[src/rtl/cshm_pkg.sv]
// Shared types and constants for the CSHM coefficient sequencer.
package cshm_pkg;

  localparam int NIB_PER_COEF = 4;
  localparam int SEL_W        = 3;
  localparam int SHIFT_W      = 4;
  localparam int TAP_MAX_W    = 6;

  typedef enum logic [0:0] {
    IDLE = 1'b0,
    RUN  = 1'b1
  } state_e;

  // tap is sized for the largest bank (64 taps); smaller banks use the low bits
  typedef struct packed {
    logic [SEL_W-1:0]     sel;
    logic [SHIFT_W-1:0]   shift;
    logic                 neg;
    logic                 zero;
    logic [TAP_MAX_W-1:0] tap;
    logic                 last_nib;
  } cmd_t;

endpackage

[src/rtl/cshm_nibble_encoder.sv]
// Splits a 4-bit magnitude nibble into odd * 2^s; sel is the odd-multiple index (odd-1)/2.
module cshm_nibble_encoder
  import cshm_pkg::*;
(
  input  logic [3:0]       nibble,
  output logic             zero,
  output logic [SEL_W-1:0] sel,
  output logic [1:0]       s
);

  // lowest set bit gives the shift; bits above it are the odd multiple without its LSB
  always_comb begin
    zero = (nibble == 4'd0);
    sel  = 3'd0;
    s    = 2'd0;
    if (nibble[0]) begin
      s   = 2'd0;
      sel = nibble[3:1];
    end else if (nibble[1]) begin
      s   = 2'd1;
      sel = {1'b0, nibble[3:2]};
    end else if (nibble[2]) begin
      s   = 2'd2;
      sel = {2'b00, nibble[3]};
    end else if (nibble[3]) begin
      s   = 2'd3;
      sel = 3'd0;
    end else begin
      s   = 2'd0;
      sel = 3'd0;
    end
  end

endmodule

[src/rtl/cshm_coef_sequencer.sv]
// Holds FIR coefficients and streams one (select, shift, sign, zero) command per
// coefficient nibble, tap 0 first, under a valid/ready handshake.
module cshm_coef_sequencer
  import cshm_pkg::*;
#(
  parameter int NTAPS  = 8,
  parameter int COEF_W = 16,
  localparam int TAP_W = $clog2(NTAPS)
) (
  input  logic               clk,
  input  logic               rst_n,
  input  logic               coef_we,
  input  logic [TAP_W-1:0]   coef_addr,
  input  logic [COEF_W-1:0]  coef_wdata,
  input  logic               sample_start,
  output logic               busy,
  output logic               cmd_valid,
  input  logic               cmd_ready,
  output logic [SEL_W-1:0]   cmd_sel,
  output logic [SHIFT_W-1:0] cmd_shift,
  output logic               cmd_neg,
  output logic               cmd_zero,
  output logic [TAP_W-1:0]   cmd_tap,
  output logic               cmd_last_nib,
  output logic               frame_done
);

  state_e             state_r, state_s;
  logic [TAP_W-1:0]   tap_r, tap_s;
  logic [1:0]         nib_r, nib_s;
  logic               final_s;
  logic               bank_we_s;
  logic [COEF_W-1:0]  bank_r [NTAPS];
  logic [COEF_W-1:0]  coef_rd_s;
  logic [COEF_W-1:0]  mag_s;
  logic [3:0]         nibble_s;
  logic               enc_zero_s;
  logic [SEL_W-1:0]   enc_sel_s;
  logic [1:0]         enc_s_s;
  cmd_t               cmd_s, cmd_r;
  logic               frame_done_r;
  logic               unused_tap_s;

  assign bank_we_s = coef_we && (state_r == IDLE);

  // coefficient bank, writable only while idle
  always_ff @(posedge clk or negedge rst_n) begin
    if (!rst_n) begin
      for (int i = 0; i < NTAPS; i++) bank_r[i] <= '0;
    end else if (bank_we_s) begin
      bank_r[coef_addr] <= coef_wdata;
    end
  end

  // next-state: advance nibble, then tap, on each accepted command
  always_comb begin
    state_s = state_r;
    tap_s   = tap_r;
    nib_s   = nib_r;
    final_s = 1'b0;
    case (state_r)
      IDLE: begin
        if (sample_start) begin
          state_s = RUN;
          tap_s   = '0;
          nib_s   = 2'd0;
        end else begin
          state_s = IDLE;
        end
      end
      RUN: begin
        if (cmd_ready) begin
          if (nib_r == 2'(NIB_PER_COEF - 1)) begin
            nib_s = 2'd0;
            if (tap_r == TAP_W'(NTAPS - 1)) begin
              final_s = 1'b1;
              state_s = IDLE;
              tap_s   = '0;
            end else begin
              tap_s = tap_r + TAP_W'(1);
            end
          end else begin
            nib_s = nib_r + 2'd1;
          end
        end else begin
          state_s = RUN;
        end
      end
      default: begin
        state_s = IDLE;
        tap_s   = '0;
        nib_s   = 2'd0;
      end
    endcase
  end

  // forwarding a same-edge write keeps the first tap consistent with the rest of the frame
  assign coef_rd_s = (bank_we_s && (coef_addr == tap_s)) ? coef_wdata : bank_r[tap_s];
  assign mag_s     = coef_rd_s[COEF_W-1] ? (COEF_W'(0) - coef_rd_s) : coef_rd_s;
  assign nibble_s  = mag_s[{nib_s, 2'b00} +: 4];

  cshm_nibble_encoder u_enc (
    .nibble (nibble_s),
    .zero   (enc_zero_s),
    .sel    (enc_sel_s),
    .s      (enc_s_s)
  );

  // command for the position the FSM moves to; stalls recompute the same value
  always_comb begin
    cmd_s = '0;
    if (state_s == RUN) begin
      cmd_s.sel      = enc_sel_s;
      cmd_s.shift    = {nib_s, enc_s_s};
      cmd_s.neg      = coef_rd_s[COEF_W-1];
      cmd_s.zero     = enc_zero_s;
      cmd_s.tap      = TAP_MAX_W'(tap_s);
      cmd_s.last_nib = (nib_s == 2'(NIB_PER_COEF - 1));
    end else begin
      cmd_s = '0;
    end
  end

  // state, position and registered command outputs
  always_ff @(posedge clk or negedge rst_n) begin
    if (!rst_n) begin
      state_r      <= IDLE;
      tap_r        <= '0;
      nib_r        <= 2'd0;
      cmd_r        <= '0;
      frame_done_r <= 1'b0;
    end else begin
      state_r      <= state_s;
      tap_r        <= tap_s;
      nib_r        <= nib_s;
      cmd_r        <= cmd_s;
      frame_done_r <= final_s;
    end
  end

  assign busy         = (state_r != IDLE);
  assign cmd_valid    = (state_r == RUN);
  assign cmd_sel      = cmd_r.sel;
  assign cmd_shift    = cmd_r.shift;
  assign cmd_neg      = cmd_r.neg;
  assign cmd_zero     = cmd_r.zero;
  assign cmd_tap      = cmd_r.tap[TAP_W-1:0];
  assign cmd_last_nib = cmd_r.last_nib;
  assign frame_done   = frame_done_r;
  assign unused_tap_s = ^cmd_r.tap;

endmodule

[config.mk]
export PLATFORM = sky130hd
export DESIGN_NAME = cshm_coef_sequencer
export DESIGN_NICKNAME = d
export VERILOG_FILES = /design/src/rtl/cshm_pkg.sv /design/src/rtl/cshm_nibble_encoder.sv /design/src/rtl/cshm_coef_sequencer.sv
export SDC_FILE = /design/constraint.sdc
export NUM_CORES = 1
export LEC_CHECK = 0
export ABC_CLOCK_PERIOD_IN_PS = 7200
export BUFFER_PORTS_ARGS = -buffer_cell sky130_fd_sc_hd__buf_4
export CORE_MARGIN = 5
export CORE_UTILIZATION = 55
export CTS_BUF_LIST = sky130_fd_sc_hd__clkbuf_8
export CTS_CLUSTER_DIAMETER = 50
export DETAILED_ROUTE_END_ITERATION = 6
export PLACE_DENSITY = 0.73
export SLEW_MARGIN = 20
export SYNTH_ARGS = -nofsm -noshare
export SYNTH_HDL_FRONTEND = slang
export SYNTH_HIERARCHICAL = 1
export SYNTH_SLANG_ARGS = --single-unit
[constraint.sdc]
create_clock -name clk -period 7.2 [get_ports clk]
set_clock_uncertainty 0.2 [all_clocks]
set_input_delay 1.44 -clock clk [delete_from_list [all_inputs] [get_ports clk]]
set_output_delay 1.44 -clock clk [all_outputs]
set_load 0.02 [all_outputs]
# After elaboration in Yosys (flattened, before gate mapping)

Index checks and enable logic that the tools add are counted.

Latch bits: 0
Memories kept: 0
RAM bits: 0
Word-level logic and storage cells: 70
Flip-flop bits (word level): 148
Bits in read-only memories: 0
Output and inout port bits: 16
Input bits: 24

Eq/ne operators: 4
Shifts and indexed selects: 1
$lt $le $gt $ge: 3
Bitwise gates (word level): 3
Multiplexer cells: 34
Reductions and logical operators: 4
Add/subtract/negate cells: 3
Multiply operators: 0
Div/mod/pow operators: 0

Operator list:

| cell                                                                 | count |
|---|---|
| 128-bit bitwise mux                                                  | 1 |
| 16-bit 2-to-1 mux                                                    | 6 |
| 16-bit binary-select mux with 3-bit select                           | 1 |
| 16-bit demux with 3-bit select                                       | 1 |
| 3-bit 2-to-1 mux                                                     | 6 |
| 16-bit by 5-bit variable part select with 4-bit output               | 1 |
| 1-bit by 16-bit subtractor with 16-bit output, first input constant  | 1 |
| 2-bit 2-to-1 mux                                                     | 7 |
| 1-bit 2-to-1 mux                                                     | 9 |
| 4-bit >= comparator, second input constant                           | 2 |
| 3-bit inverter with 4-bit output                                     | 2 |
| 3-bit one-hot mux with 2 select lines                                | 1 |
| 2-bit == test, second input constant                                 | 2 |
| 4-bit zero test                                                      | 1 |
| 4-bit by 1-bit < comparator with 1-bit output, second input constant | 1 |
| 2-bit one-hot mux with 2 select lines                                | 1 |
| 3-bit by 1-bit adder with 3-bit output, second input constant        | 1 |
| 3-bit == test                                                        | 1 |
| 3-bit == test, second input constant                                 | 1 |
| 1-bit logical AND                                                    | 3 |
| 2-bit by 1-bit adder with 2-bit output, second input constant        | 1 |
| 1-bit one-hot mux with 2 select lines                                | 1 |
| 1-bit inverter                                                       | 1 |

# Logic depth before layout (Yosys ltp)

Gate-level depths: netlist of run 1.

Word-level depth: 18
Depth in mapped cells: 21
Gate-level depth less buffers: 19

# By module

Netlist of run 1, hierarchy kept.

Modules (own cells, without submodules):

| module              | area each (um2) | seq. area each (um2) | times used | cells an instance |
|---|---|---|---|---|
| cshm_coef_sequencer | 7528.5          | 3703.6               | 1          | 650 |
| cshm_nibble_encoder | 65.1            | 0.0                  | 1          | 13 |

# Worst setup path after synthesis of run 1

Ideal clock, no wire load.

Path kind: input -> register
Start: in cmd_ready
End: reg cmd_r, in the netlist cmd_sel[0]
Arrival: 5.382 ns
Setup time: 0.119 ns
Path buffers: 5
Stages on the path: 19
Path slack: 1.499 ns
Required time: 6.881 ns
Path through: nand2_2 > or4b_1 > buf_2 > and2_4 > buf_6 > xnor2_1 > or4_1 > buf_2 > buf_2 > buf_2 > mux2i_1 > ha_1 > nand3_2 > nor3b_1 > mux2_1 > o41ai_2 > nand2b_1 > a21oi_1 > and2_1

RTL lines:

| item                 | RTL line                   | RTL |
|---|---|---|
| start, declared      | cshm_coef_sequencer.sv:18  | `input logic cmd_ready,` |
| end signal, assigned | cshm_coef_sequencer.sv:136 | `cmd_r <= cmd_s;` |
| end, declared        | cshm_coef_sequencer.sv:40  | `cmd_t cmd_s, cmd_r;` |

==> flow_summary.html, run 1 <==
<table>
<tr><th>Metric</th><th>Value</th></tr>
<tr><th colspan="2">Run status</th></tr>
<tr><td>Status</td><td>finished, final reports clean</td></tr>
<tr><th colspan="2">CTS</th></tr>
<tr><td>Clock tree from TritonCTS</td><td>yes</td></tr>
<tr><td>Cts-stage hold buffer count</td><td>0</td></tr>
<tr><td># H-tree levels</td><td>4</td></tr>
<tr><td>Number of clock sinks</td><td>148</td></tr>
<tr><td>Clk Tree Root Cell</td><td>sky130_fd_sc_hd__clkbuf_8</td></tr>
<tr><td>Worst-path clk slew</td><td>0.07 ns</td></tr>
<tr><td>Number of resized instances in the post-cts repair step</td><td>0</td></tr>
<tr><td>Deepest clock path buffer count</td><td>2</td></tr>
<tr><td># Post-CTS Setup Buffers</td><td>0</td></tr>
<tr><td>Clock latency on the worst-skew pair</td><td>0.46 ns</td></tr>
<tr><td>Number of buffers created by CTS</td><td>17</td></tr>
<tr><th colspan="2">Finish</th></tr>
<tr><td>Count of filler cells inserted in the layout</td><td>1142</td></tr>
<tr><td>Reg area</td><td>0.00370 mm²</td></tr>
<tr><td>Diode count</td><td>0</td></tr>
<tr><td>Area of the multi-input gates</td><td>0.00363 mm²</td></tr>
<tr><td>Layout Area Growth over Synthesis</td><td>9.67%</td></tr>
<tr><td>Final net count</td><td>717</td></tr>
<tr><td>Share of post-route cells with drive strength above 1</td><td>0.328</td></tr>
<tr><th colspan="2">Logic synthesis</th></tr>
<tr><td>Synth warnings</td><td>6</td></tr>
<tr><td>Post-Synthesis Net Count</td><td>691</td></tr>
<tr><td>Primary flip-flop cell chosen by synthesis mapping</td><td>sky130_fd_sc_hd__dfrtp_1</td></tr>
<tr><td>Post-synthesis register bit count</td><td>148</td></tr>
<tr><td>Cell area after technology mapping</td><td>0.00759 mm²</td></tr>
<tr><td>Sequential element share of the synthesized area</td><td>0.488</td></tr>
<tr><td>Count of different cell masters after synthesis</td><td>68</td></tr>
<tr><td>Syn Inst Count</td><td>663</td></tr>
<tr><td>Number of synthesized flops with an enable pin</td><td>0</td></tr>
<tr><td>Async set-reset flop share out of synthesis</td><td>1.00</td></tr>
<tr><td>Avg Inst Size Synth</td><td>11.5 µm²</td></tr>
<tr><th colspan="2">Pwr</th></tr>
<tr><td>Power spent charging and discharging nets</td><td>1.27 mW</td></tr>
<tr><td>Cell internal power dissipation</td><td>1.74 mW</td></tr>
<tr><td>Standby leakage power</td><td>4.02 nW</td></tr>
<tr><td>Maximum VDD drop</td><td>0.188 mV</td></tr>
<tr><td>Total power density per cell area</td><td>362 mW/mm²</td></tr>
<tr><td>Sequential Power Share</td><td>0.313</td></tr>
<tr><td>Switching share of power</td><td>0.422</td></tr>
<tr><td>Final total power</td><td>3.02 mW</td></tr>
<tr><td>Combinational share of power</td><td>0.506</td></tr>
<tr><td>Clock group share of total power</td><td>0.180</td></tr>
<tr><th colspan="2">Floorplanning</th></tr>
<tr><td>Top-Level Pins</td><td>40</td></tr>
<tr><td>Floorplan die area</td><td>0.0163 mm²</td></tr>
<tr><td>Starting utilization of the core area</td><td>0.553</td></tr>
<tr><td>Core Rows</td><td>43</td></tr>
<tr><td>Chip width</td><td>128 µm</td></tr>
<tr><td>Die height</td><td>128 µm</td></tr>
<tr><td>Floorplan core area</td><td>0.0137 mm²</td></tr>
<tr><th colspan="2">Critical path</th></tr>
<tr><td>Cell type with the highest occurrence count on the critical path</td><td>sky130_fd_sc_hd__buf_4</td></tr>
<tr><td>Crit path largest cell delay</td><td>0.81 ns</td></tr>
<tr><td>Startpoint class of the critical path</td><td>input port</td></tr>
<tr><td>Biggest fanout along the worst timing path</td><td>29</td></tr>
<tr><td>CP max stage cell</td><td>sky130_fd_sc_hd__or4_1</td></tr>
<tr><td>Kind of cell adding the most delay to the critical path</td><td>simple AND/OR/NAND/NOR gates</td></tr>
<tr><td>Slack of the worst reg-to-reg path</td><td>1.42 ns</td></tr>
<tr><td>Arrival time at the worst endpoint</td><td>6.17 ns</td></tr>
<tr><td>Crit path capture type</td><td>register</td></tr>
<tr><td>Worst setup path category</td><td>input port to register</td></tr>
<tr><td>Crit path buffers/inverters</td><td>2</td></tr>
<tr><td>Cell-by-cell listing of the critical path</td><td>buf_4, nand2_2, or4b_1, and2_4, xnor2_1, or4_1, buf_4, mux2i_1, ha_1, nand3_2, nor3b_1, mux2_1, o41ai_2, nand2b_1, a21oi_1, and2_1</td></tr>
<tr><td>Critical Path RT</td><td>7.34 ns</td></tr>
<tr><th colspan="2">Run</th></tr>
<tr><td># Max-Cap Violations</td><td>0</td></tr>
<tr><th colspan="2">Drt</th></tr>
<tr><td>Number of iterations in the first detailed-routing pass</td><td>5</td></tr>
<tr><td>Residual DRC count</td><td>0</td></tr>
<tr><td>Routed via count</td><td>5396</td></tr>
<tr><td>Post-DR vias/cell</td><td>6.15</td></tr>
<tr><td>Iteration-0 DRC Markers</td><td>409</td></tr>
<tr><td>Number of nets with antenna violations after routing</td><td>0</td></tr>
<tr><td>Final Routed Wirelength</td><td>18.2 mm</td></tr>
<tr><td>Final routed wire length divided by cell count</td><td>20.7 µm</td></tr>
<tr><th colspan="2">GRT</th></tr>
<tr><td>GRT Total Usage</td><td>0.235</td></tr>
<tr><td>Overflow after GRT</td><td>0</td></tr>
<tr><td>Number of antenna violations at the first check in global routing</td><td>0</td></tr>
<tr><td>Wire length of the first global-routing pass</td><td>29.6 mm</td></tr>
<tr><td>Maximum number of pins on one net before global-route repair</td><td>83</td></tr>
<tr><td>Vias in the first global route</td><td>5387</td></tr>
<tr><th colspan="2">Place</th></tr>
<tr><td>Port Buf Inserts</td><td>39</td></tr>
<tr><td>DP Wirelength</td><td>12.1 mm</td></tr>
<tr><td>Routability-driven placement congestion ratio</td><td>0.982</td></tr>
<tr><th colspan="2">STA</th></tr>
<tr><td>Final Hold Viols</td><td>0</td></tr>
<tr><td>Top achievable clock speed</td><td>166 MHz</td></tr>
<tr><td>Period minus WS final</td><td>6.03 ns</td></tr>
<tr><td>Final TNS setup</td><td>0 ns</td></tr>
<tr><td>Number of setup violations in the final report</td><td>0</td></tr>
<tr><td>Slew at the pin closest to its max-slew limit</td><td>1.12 ns</td></tr>
<tr><td>Final number of max-transition violations</td><td>0</td></tr>
<tr><td>Share of the cycle needed by the critical path after routing</td><td>0.837</td></tr>
<tr><td>Relative slew slack</td><td>0.251</td></tr>
<tr><td>Setup repair after global routing missed its margin</td><td>no</td></tr>
<tr><th colspan="2">Hold path</th></tr>
<tr><td>Hold Crit Class</td><td>register to register</td></tr>
</table>
==> layout make-up <==
cell class / count / area share
sequential: 148 / 0.445
timing repair buffer: 52 / 0.0487
tap: 180 / 0.0270
multi-input combinational: 455 / 0.435
clock inverter: 11 / 0.00931
inverter: 15 / 0.00676
clock buffer: 17 / 0.0281
==> worst reg2reg max path: cells and delay by family, from the launching register on <==
family / cells / cell delay (ns)
buffers and inverters: 1 / 0.32
adder cells (fa/ha/maj): 3 / 0.74
XOR/XNOR: 1 / 0.20
flip-flops: 1 / 0.46
multiplexers: 2 / 0.59
AO/OA/AOI/OAI: 2 / 0.57
AND/OR/NAND/NOR: 7 / 2.60
==> synthesized netlist by cell type, types with 5 or more instances <==
cell type / instances / share of area
sky130_fd_sc_hd__o22ai_1: 8 / 0.0066
sky130_fd_sc_hd__buf_6: 5 / 0.0074
sky130_fd_sc_hd__mux2_2: 127 / 0.19
sky130_fd_sc_hd__mux2_1: 10 / 0.015
sky130_fd_sc_hd__o21ai_0: 17 / 0.011
sky130_fd_sc_hd__and2_1: 8 / 0.0066
sky130_fd_sc_hd__nor3_1: 11 / 0.0072
sky130_fd_sc_hd__buf_1: 7 / 0.0035
sky130_fd_sc_hd__nand4_1: 19 / 0.016
sky130_fd_sc_hd__xnor2_1: 5 / 0.0058
sky130_fd_sc_hd__dfrtp_1: 148 / 0.49
sky130_fd_sc_hd__a211oi_1: 5 / 0.0049
sky130_fd_sc_hd__nor3b_1: 5 / 0.0049
sky130_fd_sc_hd__nand2_1: 77 / 0.038
sky130_fd_sc_hd__nor2_1: 21 / 0.010
sky130_fd_sc_hd__a21boi_0: 7 / 0.0069
sky130_fd_sc_hd__a21oi_1: 11 / 0.0072
sky130_fd_sc_hd__clkbuf_1: 22 / 0.011
sky130_fd_sc_hd__buf_2: 10 / 0.0066
sky130_fd_sc_hd__mux2i_1: 28 / 0.037
sky130_fd_sc_hd__nand3_1: 11 / 0.0072
sky130_fd_sc_hd__inv_1: 11 / 0.0054
sky130_fd_sc_hd__a221oi_1: 7 / 0.0081
==> kinds of logic after synthesis <==
logic type,synth area share
AOI/OAI and AO/OA,0.0916
xor gates and xnor gates,0.0104
adders and majority gates,0.00659
buffers and inverters,0.0367
DFF,0.488
muxes,0.244
and+or+nand+nor,0.123
==> registers in the layout, summed over array words and instances (netlist names) <==
signal / count
nib_r: 2
cmd_tap: 3
cmd_zero: 1
cmd_shift: 4
tap_r: 3
cmd_neg: 1
cmd_last_nib: 1
cmd_sel: 3
busy: 1
frame_done: 1
bank_r: 128
==> metrics by stage <==
stage / cell area (µm²) / util / std cells / setup WS [ns] / hold WS (ns)
5_1_grt: 8330 / 0.607 / 878 / 0.941 / 0.307
3_5_place_dp: 8000 / 0.583 / 849 / 0.777 / 0.271
4_1_cts: 8310 / 0.606 / 877 / 1.23 / 0.287
6_report: 8330 / 0.607 / 878 / 1.17 / 0.287
3_3_place_gp: 8000 / 0.583 / 849 / 0.948 / 0.262
2_1_floorplan: 7590 / - / 663 / 1.50 / 0.244
==> per-layer routing <==
metal  GRT usage  vias to the layer above  share of wire
met3      0.0610                       35          0.073
met1       0.327                     2723           0.43
li1            -                     2452              -
met2       0.359                      186           0.47
met5           0                        -              0
met4      0.0826                        0          0.022
==> power by group through the flow <==
stage          Combinational [mW]  Sequential, mW  Clock (mW)
2_1_floorplan                1.13           0.989           0
3_3_place_gp                 1.51           0.956           0
3_5_place_dp                 1.52           0.960           0
4_1_cts                      1.53           0.944       0.556
5_1_grt                      1.67           0.951       0.589
6_report                     1.53           0.944       0.544
==> path summary, 6_finish.rpt <==
| kind | start | to | depth (start not counted) |
|---|---|---|---|
| max in group asynchronous | rst_n | bank_r[80] | 2 |
| min in group asynchronous | rst_n | bank_r[37] | 1 |
| hold / removal | bank_r[85] | bank_r[85] | 2 |
| setup / recovery | cmd_ready | cmd_sel[0] | 16 |
| setup reg to reg | tap_r[0] | cmd_sel[0] | 16 |
| hold reg to reg | bank_r[85] | bank_r[85] | 2 |
==> layout by cell type (no fill, tap or decap), types with 3 or more instances in the layout <==
| master | n |
|---|---|
| sky130_fd_sc_hd__mux2i_1 | 28 |
| sky130_fd_sc_hd__dfrtp_1 | 148 |
| sky130_fd_sc_hd__nand3b_1 | 3 |
| sky130_fd_sc_hd__xor2_1 | 4 |
| sky130_fd_sc_hd__o21ai_0 | 17 |
| sky130_fd_sc_hd__nand3_1 | 11 |
| sky130_fd_sc_hd__mux2_1 | 10 |
| sky130_fd_sc_hd__clkinv_2 | 5 |
| sky130_fd_sc_hd__and2_1 | 8 |
| sky130_fd_sc_hd__ha_1 | 4 |
| sky130_fd_sc_hd__buf_4 | 49 |
| sky130_fd_sc_hd__xnor2_1 | 5 |
| sky130_fd_sc_hd__inv_1 | 15 |
| sky130_fd_sc_hd__or4_1 | 4 |
| sky130_fd_sc_hd__clkbuf_8 | 17 |
| sky130_fd_sc_hd__a31oi_1 | 3 |
| sky130_fd_sc_hd__nand2_1 | 77 |
| sky130_fd_sc_hd__a221oi_1 | 7 |
| sky130_fd_sc_hd__a21oi_1 | 11 |
| sky130_fd_sc_hd__nor3b_1 | 3 |
| sky130_fd_sc_hd__nand2b_1 | 4 |
| sky130_fd_sc_hd__a21boi_0 | 7 |
| sky130_fd_sc_hd__mux2_2 | 127 |
| sky130_fd_sc_hd__o21a_1 | 3 |
| sky130_fd_sc_hd__nand4_1 | 19 |
| sky130_fd_sc_hd__nor3_1 | 10 |
| sky130_fd_sc_hd__nor4_1 | 4 |
| sky130_fd_sc_hd__a211oi_1 | 5 |
| sky130_fd_sc_hd__nor2_1 | 21 |
| sky130_fd_sc_hd__o22ai_1 | 8 |
| sky130_fd_sc_hd__o21ai_1 | 4 |
(Power assumes the default switching activity.)
==> run 2: changes to the inputs <==
--- a/config.mk
+++ b/config.mk
@@ -5,14 +5,14 @@
 export SDC_FILE = /design/constraint.sdc
 export NUM_CORES = 1
 export LEC_CHECK = 0
-export ABC_CLOCK_PERIOD_IN_PS = 7200
+export ABC_CLOCK_PERIOD_IN_PS = 5400
 export BUFFER_PORTS_ARGS = -buffer_cell sky130_fd_sc_hd__buf_4
 export CORE_MARGIN = 5
 export CORE_UTILIZATION = 55
 export CTS_BUF_LIST = sky130_fd_sc_hd__clkbuf_8
 export CTS_CLUSTER_DIAMETER = 50
 export DETAILED_ROUTE_END_ITERATION = 6
-export PLACE_DENSITY = 0.73
+export PLACE_DENSITY = 0.76
 export SLEW_MARGIN = 20
 export SYNTH_ARGS = -nofsm -noshare
 export SYNTH_HDL_FRONTEND = slang
==> constraint.sdc (replaced) <==
create_clock -name clk -period 5.4 [get_ports clk]
set_clock_uncertainty 0.2 [all_clocks]
set_input_delay 1.08 -clock clk [delete_from_list [all_inputs] [get_ports clk]]
set_output_delay 1.08 -clock clk [all_outputs]
set_load 0.02 [all_outputs]
==> flow_summary.html, run 2 (synthesized netlist as in run 1, its figures left out) <==
<table>
<tr><th>Metric</th><th>Value</th></tr>
<tr><th colspan="2">STA</th></tr>
<tr><td>Top achievable clock speed</td><td>200 MHz</td></tr>
<tr><td>Final TNS setup</td><td>0 ns</td></tr>
<tr><td>Worst hold slack after final layout</td><td>0.292 ns</td></tr>
<tr><td>Final Hold Viols</td><td>0</td></tr>
<tr><td>Period minus WS final</td><td>5.00 ns</td></tr>
<tr><td>Relative slew slack</td><td>0.246</td></tr>
<tr><td>Setup slack after layout</td><td>0.402 ns</td></tr>
<tr><td>Share of the cycle needed by the critical path after routing</td><td>0.926</td></tr>
<tr><td>Final number of max-transition violations</td><td>0</td></tr>
<tr><td>Setup repair after global routing missed its margin</td><td>no</td></tr>
<tr><td>Number of setup violations in the final report</td><td>0</td></tr>
<tr><td>Slew at the pin closest to its max-slew limit</td><td>1.13 ns</td></tr>
<tr><th colspan="2">CTS</th></tr>
<tr><td>Clock tree from TritonCTS</td><td>yes</td></tr>
<tr><td>Deepest clock path buffer count</td><td>2</td></tr>
<tr><td>Worst-path clk slew</td><td>0.08 ns</td></tr>
<tr><td>Cts-stage hold buffer count</td><td>0</td></tr>
<tr><td>Clock latency on the worst-skew pair</td><td>0.46 ns</td></tr>
<tr><td>Number of clock sinks</td><td>148</td></tr>
<tr><td># Post-CTS Setup Buffers</td><td>0</td></tr>
<tr><td># H-tree levels</td><td>4</td></tr>
<tr><td>Clk Tree Root Cell</td><td>sky130_fd_sc_hd__clkbuf_8</td></tr>
<tr><td>Number of buffers created by CTS</td><td>17</td></tr>
<tr><td>Number of resized instances in the post-cts repair step</td><td>0</td></tr>
<tr><th colspan="2">Finish</th></tr>
<tr><td>Flip-flop count of the largest register after layout</td><td>128</td></tr>
<tr><td>Most common cell after layout, fill and taps aside</td><td>sky130_fd_sc_hd__dfrtp_1</td></tr>
<tr><td>Utilization of the core after routing</td><td>0.627</td></tr>
<tr><td>Non-filler instance count after layout</td><td>898</td></tr>
<tr><td>Share of post-route cells with drive strength above 1</td><td>0.351</td></tr>
<tr><td>Layout Area Growth over Synthesis</td><td>13.2%</td></tr>
<tr><td>Finished layout cell area</td><td>0.00860 mm²</td></tr>
<tr><td>Diode count</td><td>0</td></tr>
<tr><td>Leading cell types in the layout, fill and taps excluded</td><td>148 x sky130_fd_sc_hd__dfrtp_1, 127 x sky130_fd_sc_hd__mux2_2, 77 x sky130_fd_sc_hd__nand2_1</td></tr>
<tr><td>Count of filler cells inserted in the layout</td><td>1070</td></tr>
<tr><td>Final net count</td><td>733</td></tr>
<tr><td>Top reg by flops</td><td>bank_r</td></tr>
<tr><th colspan="2">GRT</th></tr>
<tr><td>Overflow after GRT</td><td>0</td></tr>
<tr><td>Wire length of the first global-routing pass</td><td>29.6 mm</td></tr>
<tr><td>GRT Total Usage</td><td>0.236</td></tr>
<tr><td>Number of antenna violations at the first check in global routing</td><td>0</td></tr>
<tr><td>Vias in the first global route</td><td>5646</td></tr>
<tr><td>Maximum number of pins on one net before global-route repair</td><td>112</td></tr>
<tr><th colspan="2">Drt</th></tr>
<tr><td>Number of iterations in the first detailed-routing pass</td><td>5</td></tr>
<tr><td>Iteration-0 DRC Markers</td><td>421</td></tr>
<tr><td>Residual DRC count</td><td>0</td></tr>
<tr><td>Post-DR vias/cell</td><td>6.12</td></tr>
<tr><td>Final Routed Wirelength</td><td>18.3 mm</td></tr>
<tr><td>Final routed wire length divided by cell count</td><td>20.4 µm</td></tr>
<tr><td>Number of nets with antenna violations after routing</td><td>0</td></tr>
<tr><td>Routed via count</td><td>5492</td></tr>
<tr><th colspan="2">Place</th></tr>
<tr><td>Post-Place Cell Area</td><td>0.00815 mm²</td></tr>
<tr><td>Port Buf Inserts</td><td>39</td></tr>
<tr><td>Worst Setup Slack post-DPL</td><td>0.0971 ns</td></tr>
<tr><td>Placed instance count</td><td>865</td></tr>
<tr><td>Routability-driven placement congestion ratio</td><td>0.910</td></tr>
<tr><td>DP Wirelength</td><td>12.1 mm</td></tr>
<tr><th colspan="2">Critical path</th></tr>
<tr><td>Crit path capture type</td><td>register</td></tr>
<tr><td>Startpoint class of the critical path</td><td>register</td></tr>
<tr><td>Critical Path RT</td><td>5.56 ns</td></tr>
<tr><td>Biggest fanout along the worst timing path</td><td>48</td></tr>
<tr><td>Worst setup path category</td><td>register to register</td></tr>
<tr><td>Arrival time at the worst endpoint</td><td>5.16 ns</td></tr>
<tr><td>Reg2Reg Depth</td><td>17</td></tr>
<tr><th colspan="2">Pwr</th></tr>
<tr><td>Total power density per cell area</td><td>514 mW/mm²</td></tr>
<tr><td>Cell internal power dissipation</td><td>2.63 mW</td></tr>
<tr><td>Maximum VDD drop</td><td>0.214 mV</td></tr>
<tr><td>Combinational share of power</td><td>0.502</td></tr>
<tr><td>Final total power</td><td>4.41 mW</td></tr>
<tr><td>Clock group share of total power</td><td>0.212</td></tr>
<tr><td>Standby leakage power</td><td>4.16 nW</td></tr>
<tr><td>Sequential Power Share</td><td>0.285</td></tr>
<tr><td>Switching share of power</td><td>0.405</td></tr>
<tr><td>Power spent charging and discharging nets</td><td>1.79 mW</td></tr>
<tr><th colspan="2">Floorplanning</th></tr>
<tr><td>Starting utilization of the core area</td><td>0.553</td></tr>
<tr><td>Floorplan core area</td><td>0.0137 mm²</td></tr>
<tr><td>Top-Level Pins</td><td>40</td></tr>
<tr><td>Chip width</td><td>128 µm</td></tr>
<tr><td>Core Rows</td><td>43</td></tr>
<tr><td>Die height</td><td>128 µm</td></tr>
<tr><td>Floorplan die area</td><td>0.0163 mm²</td></tr>
<tr><th colspan="2">Run</th></tr>
<tr><td># Max-Cap Violations</td><td>0</td></tr>
<tr><th colspan="2">Run status</th></tr>
<tr><td>Status</td><td>finished, final reports clean</td></tr>
<tr><th colspan="2">Hold path</th></tr>
<tr><td>Hold Crit Class</td><td>register to register</td></tr>
<tr><td>Hold path cells</td><td>2</td></tr>
</table>
run 2: worst paths after layout:
path,start,end,slack [ns]
max reg2reg,tap_r[0],cmd_shift[0],0.40
max in group asynchronous,rst_n,bank_r[7],3.42
min in group asynchronous,rst_n,cmd_sel[2],0.53
min reg2reg,bank_r[91],bank_r[91],0.29
max,tap_r[0],cmd_shift[0],0.40
min,bank_r[91],bank_r[91],0.29
run 2: cell type report:
class / instances / area (µm²) / area share
Sequential cell: 148 / 3700 / 0.431
Multi-Input combinational cell: 455 / 3630 / 0.422
Timing Repair Buffer: 68 / 549 / 0.0639
Clock buffer: 18 / 248 / 0.0288
Tap cell: 180 / 225 / 0.0262
Clock inverter: 14 / 185 / 0.0215
Inverter: 15 / 56.3 / 0.00655
run 2: worst max-delay path, stage by stage, from the launching register on:
cell and delay, ns:
sky130_fd_sc_hd__dfrtp_1 0.44, sky130_fd_sc_hd__ha_1 0.22, sky130_fd_sc_hd__ha_1 0.22, sky130_fd_sc_hd__or4b_1 0.57
sky130_fd_sc_hd__and2_4 0.20, sky130_fd_sc_hd__buf_12 0.19, sky130_fd_sc_hd__mux2_2 0.28, sky130_fd_sc_hd__o22ai_1 0.10
sky130_fd_sc_hd__a221oi_1 0.47, sky130_fd_sc_hd__mux2i_1 0.22, sky130_fd_sc_hd__ha_1 0.31, sky130_fd_sc_hd__a31oi_1 0.20
sky130_fd_sc_hd__xor2_1 0.17, sky130_fd_sc_hd__a211oi_1 0.09, sky130_fd_sc_hd__a311oi_1 0.60, sky130_fd_sc_hd__nand2b_1 0.19
sky130_fd_sc_hd__a21oi_1 0.06, sky130_fd_sc_hd__and2_1 0.13
run 2: routing by layer:
metal	up-vias	global-route usage	share of wire
li1	2491	-	-
met1	2781	0.303	0.43
met2	176	0.379	0.48
met3	44	0.0556	0.060
met4	0	0.109	0.033
met5	-	0	0
run 2: power by group through the flow:
stage	clock network, mW	registers [mW]	logic, mW
final	0.937	1.26	2.22
after global routing	1.00	1.27	2.41
after CTS	0.953	1.26	2.21
after detailed placement	0	1.28	2.20
after global placement	0	1.28	2.16
after floorplan	0	1.32	1.51
